--- config.mk ---
export PLATFORM = sky130hd
export DESIGN_NAME = game_state_ctrl
export DESIGN_NICKNAME = d
export VERILOG_FILES = /design/src/rtl/game_state_ctrl.sv
export SDC_FILE = /design/constraint.sdc
export NUM_CORES = 1
export LEC_CHECK = 0
export ABC_CLOCK_PERIOD_IN_PS = 5350
export CAP_MARGIN = 20
export CELL_PAD_IN_SITES_DETAIL_PLACEMENT = 0
export CELL_PAD_IN_SITES_GLOBAL_PLACEMENT = 2
export CORE_MARGIN = 2
export CORE_UTILIZATION = 33
export DETAILED_ROUTE_END_ITERATION = 10
export GPL_TIMING_DRIVEN = 1
export HOLD_SLACK_MARGIN = 0.1
export PLACE_DENSITY_LB_ADDON = 0.1
export SLEW_MARGIN = 30
export SYNTH_ARGS = -nofsm -noshare
export SYNTH_HDL_FRONTEND = slang
export SYNTH_SLANG_ARGS = --single-unit
--- constraint.sdc ---
create_clock -name clk -period 5.35 [get_ports clk]
set_input_delay 1.3375 -clock clk [delete_from_list [all_inputs] [get_ports clk]]
set_output_delay 1.3375 -clock clk [all_outputs]
set_load 0.01 [all_outputs]
--- src/rtl/game_state_ctrl.sv ---
// Game flow controller: IDLE -> READY -> PLAY -> OVER, with BCD score,
// high score tracking, object-clear pulse and attract-mode blink.
module game_state_ctrl #(
    parameter int unsigned READY_TICKS     = 60,
    parameter int unsigned OVER_HOLD_TICKS = 120
) (
    input  logic        clk,
    input  logic        reset,
    input  logic        tick,
    input  logic        start,
    input  logic        hit,
    input  logic        pipe_pass,
    output logic [1:0]  state,
    output logic        run,
    output logic        clear_obj,
    output logic [15:0] score,
    output logic [15:0] hiscore,
    output logic        game_over,
    output logic        blink
);

    typedef enum logic [1:0] {
        IDLE  = 2'd0,
        READY = 2'd1,
        PLAY  = 2'd2,
        OVER  = 2'd3
    } state_t;

    localparam logic [9:0] READY_LAST = 10'(READY_TICKS - 1);
    localparam logic [9:0] HOLD_LAST  = 10'(OVER_HOLD_TICKS);

    state_t      cur, nxt;
    logic        start_q;
    logic        start_rise;
    logic        go_ready;
    logic [9:0]  cnt;
    logic [4:0]  blink_cnt;
    logic [15:0] score_nxt;

    // Saturating 4-digit BCD increment: 9999 stays 9999.
    function automatic logic [15:0] bcd_inc(input logic [15:0] v);
        logic [15:0] r;
        logic        carry;
        r     = v;
        carry = 1'b1;
        if (v != 16'h9999) begin
            for (int unsigned i = 0; i < 4; i++) begin
                if (carry) begin
                    if (v[4*i +: 4] == 4'd9) begin
                        r[4*i +: 4] = 4'd0;
                    end else begin
                        r[4*i +: 4] = v[4*i +: 4] + 4'd1;
                        carry       = 1'b0;
                    end
                end
            end
        end
        return r;
    endfunction

    assign start_rise = start & ~start_q;

    // Next-state decode; go_ready marks every entry into READY.
    always_comb begin
        nxt      = cur;
        go_ready = 1'b0;
        case (cur)
            IDLE: begin
                if (start_rise) begin
                    nxt      = READY;
                    go_ready = 1'b1;
                end
            end
            READY: begin
                if (tick && cnt == READY_LAST) nxt = PLAY;
            end
            PLAY: begin
                if (hit) nxt = OVER;
            end
            OVER: begin
                if (start_rise && cnt == HOLD_LAST) begin
                    nxt      = READY;
                    go_ready = 1'b1;
                end
            end
        endcase
    end

    // Score after this clk: cleared on a new game, bumped by pipe_pass in PLAY.
    always_comb begin
        score_nxt = score;
        if (go_ready) begin
            score_nxt = '0;
        end else if (cur == PLAY && pipe_pass) begin
            score_nxt = bcd_inc(score);
        end
    end

    // State register.
    always_ff @(posedge clk) begin
        if (reset) cur <= IDLE;
        else       cur <= nxt;
    end

    // Registered outputs, counters and start edge detector.
    always_ff @(posedge clk) begin
        if (reset) begin
            start_q   <= 1'b1;
            score     <= '0;
            hiscore   <= '0;
            clear_obj <= 1'b0;
            run       <= 1'b0;
            game_over <= 1'b0;
            cnt       <= '0;
            blink_cnt <= '0;
        end else begin
            start_q   <= start;
            score     <= score_nxt;
            clear_obj <= go_ready;
            run       <= (nxt == PLAY);
            game_over <= (nxt == OVER);
            // Compare against the post-increment score so a same-clk pipe_pass counts.
            if (cur == PLAY && nxt == OVER && score_nxt > hiscore) hiscore <= score_nxt;

            if (nxt != cur) begin
                cnt <= '0;
            end else if (tick) begin
                if (cur == READY) cnt <= cnt + 10'd1;
                else if (cur == OVER && cnt < HOLD_LAST) cnt <= cnt + 10'd1;
            end

            if (nxt != cur) begin
                blink_cnt <= '0;
            end else if (tick && (cur == IDLE || cur == OVER)) begin
                blink_cnt <= blink_cnt + 5'd1;
            end
        end
    end

    assign state = cur;
    assign blink = blink_cnt[4];

endmodule

==> metrics <==
GPL Wtd Cong 0.773; crit path max fanout 16; clock skew 0.00772 ns; Worst Hold Depth 2; die area 10,100 µm²; Post-synth EDFFs 0; antenna violations before repair 0; worst slew pin tran 0.697 ns; R2R cell count 14; DR pass1 iterations 5; slack of the critical path ~0.37 ns; via count of the routed design 2,522; HP Class flop to flop; Post-CTS Resized 0; First DRT Iteration DRCs 107; Synth async-reset ratio 0; register area share after synthesis 0.344; Main synth FF type dfxtp_1; Clock Tree Buf Depth 2; final non-filler cell total 510; met2 routed WL ~3.3 mm; Port Buffers 43; clock root buffer clkbuf_8; setup_tns 0 ns; Die W a little over 100 µm; pre-CTS WS -0.00967 ns; Worst IR Drop VDD approximately 0.21 mV; clk_lat worst skew 0.31 ns; Distinct cells, synth 52; DR vias/cell 4.95; Ys Warns 0; DR DRC count 0; Syn Inst Count 354; crit start category input pin; Die Y 101 µm; FF-to-FF setup slack ~0.87 ns; WL met1 3.54 mm; share of cells above drive strength 1 0.105; status finished, final reports clean; CTS tree done; Routed Wire Length 7.17 mm; post-synthesis net count 391; Worst Path Required 5.55 ns; Reg clk slew, reported paths ~0.10 ns; Critical Path Sink Type flop; H-tree Lvls 2; postcts setup bufs 0; crit-path cells clkdlybuf4s50_1 -> nand3_1 -> or3_4 -> nor3_4 -> mux2_4 -> nor2_1 -> ha_1 -> nand4_1 -> nor4_1 -> o21ai_0 -> o211ai_1 -> nand3_2 -> mux2_1; Initial Util 0.337; HP Start blink_cnt[4]$_SDFFE_PP0P_; Critical Path AT 5.18 ns; number of max-cap violations 0; max incr delay on CP 0.51 ns; Hold-fix buffers, CTS 0; Post-Syn Area 3090 µm²; placed insts 502; worst r2r src state[0]$_SDFF_PP0_; first-pass GRT wire length 12.1 mm; pin count of the biggest net entering global routing 38; worst-path cell with the longest stage delay clkdlybuf4s50_1; leakage 1.52 nW; Avg Cell Area, Syn 8.72 µm²; number of synthesized register bits 53; WP buf/inv 1; Boundary Pins 44; reg2reg end hiscore[15]$_SDFFE_PP0P_; end of the worst hold path blink_cnt[4]$_SDFFE_PP0P_; gr ovfl total 0; final core occ 0.412; Pwr Total 1.03 mW; Slew Viols, Final 0; critical path class input pin to flop; post-route ant nets 0; top sig layer met4; Core Rows 35; Finish-stage setup viols 0; Hold Fails Final Rpt 0; core area 9150 µm²; vias in the first global route 2,457; RSZ-0062 raised after global routing false; CTS Buf Count 5; Slew HR 0.523; Tcrit/Tclk final 0.931; fmax roughly 200 MHz; area delta synth->final 22.3%; Period minus WS final 4.98 ns; Final #Nets 435; total track usage 0.148; WL per Instance about 14 µm; Antenna diodes 0; post-DP HPWL 5.38 mm; Worst path top cell family by delay simple AND/OR/NAND/NOR gates; clock sinks 53; DR WL met3 about 240 µm; Cell Pwr Density 273 nW/µm²
tightest hold or removal path, cell delays in order (launching register included):
cell     delay (ns)
dfxtp_1        0.36
xor2_1         0.07
nor2_1         0.07
cells in the final DEF (no fill, tap or decap), types with 3 or more instances in the layout:
| cell | Yosys | layout |
|---|---|---|
| clkbuf_8 | 0 | 5 |
| xnor2_1 | 7 | 7 |
| inv_1 | 28 | 28 |
| mux2_2 | 15 | 15 |
| nor3_1 | 15 | 15 |
| dfxtp_1 | 53 | 53 |
| and3b_1 | 4 | 4 |
| a21oi_1 | 15 | 15 |
| a311oi_1 | 4 | 4 |
| nor2b_1 | 10 | 10 |
| nor3_2 | 5 | 5 |
| ha_1 | 31 | 31 |
| nand3_1 | 12 | 12 |
| clkdlybuf4s50_1 | 0 | 43 |
| xor2_1 | 10 | 10 |
| o21ai_0 | 5 | 5 |
| and3_1 | 6 | 6 |
| nand4_1 | 8 | 8 |
| nand2_1 | 14 | 14 |
| nand2b_1 | 3 | 3 |
| a211oi_1 | 3 | 3 |
| buf_4 | 2 | 5 |
| mux2i_1 | 4 | 4 |
| nor2_1 | 55 | 55 |
through the flow:
stage	cell area (µm²)	hold WS, ns
after CTS	3770	0.533
final	3770	0.530
after global routing	3770	0.570
after floorplan	3090	0.480
after global placement	3640	0.499
after detailed placement	3640	0.501
routing by layer:
layer	track usage	vias up
met3	0.0229	6
li1	-	1305
met2	0.249	43
met1	0.198	1168
met4	0.0379	0
met5	0	-
synthesized netlist by cell type (2+ instances only):
| cell type | n | area [µm²] |
|---|---|---|
| inv_1 | 28 | 105 |
| mux2_1 | 2 | 22.5 |
| a211oi_1 | 3 | 22.5 |
| a2111oi_0 | 2 | 17.5 |
| and3_1 | 6 | 37.5 |
| xor2_1 | 10 | 87.6 |
| a31oi_1 | 2 | 12.5 |
| buf_4 | 2 | 15.0 |
| nand2b_1 | 3 | 18.8 |
| nand3b_1 | 2 | 15.0 |
| o21ai_0 | 5 | 25.0 |
| mux2_2 | 15 | 169 |
| a21oi_1 | 15 | 75.1 |
| nor2b_1 | 10 | 62.6 |
| a311oi_1 | 4 | 35.0 |
| o21bai_1 | 2 | 15.0 |
| and2b_1 | 2 | 15.0 |
| nor3_1 | 15 | 75.1 |
| buf_2 | 4 | 20.0 |
| mux2i_1 | 4 | 40.0 |
| nand2_1 | 14 | 52.6 |
| nor2_1 | 55 | 206 |
| xnor2_1 | 7 | 61.3 |
| nand4_1 | 8 | 50.1 |
| and3b_1 | 4 | 35.0 |
| a21o_1 | 2 | 15.0 |
| dfxtp_1 | 53 | 1060 |
| and2_1 | 2 | 12.5 |
| ha_1 | 31 | 388 |
| nor3_2 | 5 | 50.1 |
| or3_1 | 2 | 12.5 |
| clkbuf_1 | 4 | 15.0 |
| nand3_1 | 12 | 60.1 |
final cells by class:
type / instances / area [µm²]
Fill cell: 940 / 5380
Multi-Input combinational cell: 262 / 1870
Clock buffer: 5 / 68.8
Timing Repair Buffer: 48 / 468
Tap cell: 111 / 139
Inverter: 28 / 105
Clock inverter: 3 / 65.1
Sequential cell: 53 / 1060
registers in the layout, indices dropped and copies added (netlist names):
signal     count
blink_cnt      5
clear_obj      1
cnt           10
game_over      1
hiscore       16
run            1
score         16
start_q        1
state          2
worst max path at each step:
stage	slack, ns	cells after the start	start	endpoint
finish	0.37	13	pipe_pass	hiscore[15]$_SDFFE_PP0P_
global route	0.06	13	pipe_pass	hiscore[15]$_SDFFE_PP0P_
CTS	0.31	13	pipe_pass	hiscore[15]$_SDFFE_PP0P_
detailed placement	-0.01	13	pipe_pass	hiscore[15]$_SDFFE_PP0P_
global placement	0.21	13	pipe_pass	hiscore[12]$_SDFFE_PP0P_
floorplan	1.18	13	pipe_pass	hiscore[10]$_SDFFE_PP0P_
cells by family (layout without fill, tap and decap cells):
group	count (synthesis)	count (layout)	share of synthesized area
buffers and inverters	39	84	0.0515
DFF	53	53	0.344
xor gates and xnor gates	17	17	0.0482
and+or+nand+nor	149	149	0.256
muxes	22	22	0.0799
adders and majority gates	31	31	0.126
AOI/OAI and AO/OA	43	43	0.0953
power by group:
part,internal (mW),switching (mW),total [mW],leakage [nW]
logic,0.108,0.162,0.270,1.03
registers,0.415,0.0230,0.438,0.428
clock network,0.186,0.136,0.321,0.0681
Power figures use the tool's default switching activity.
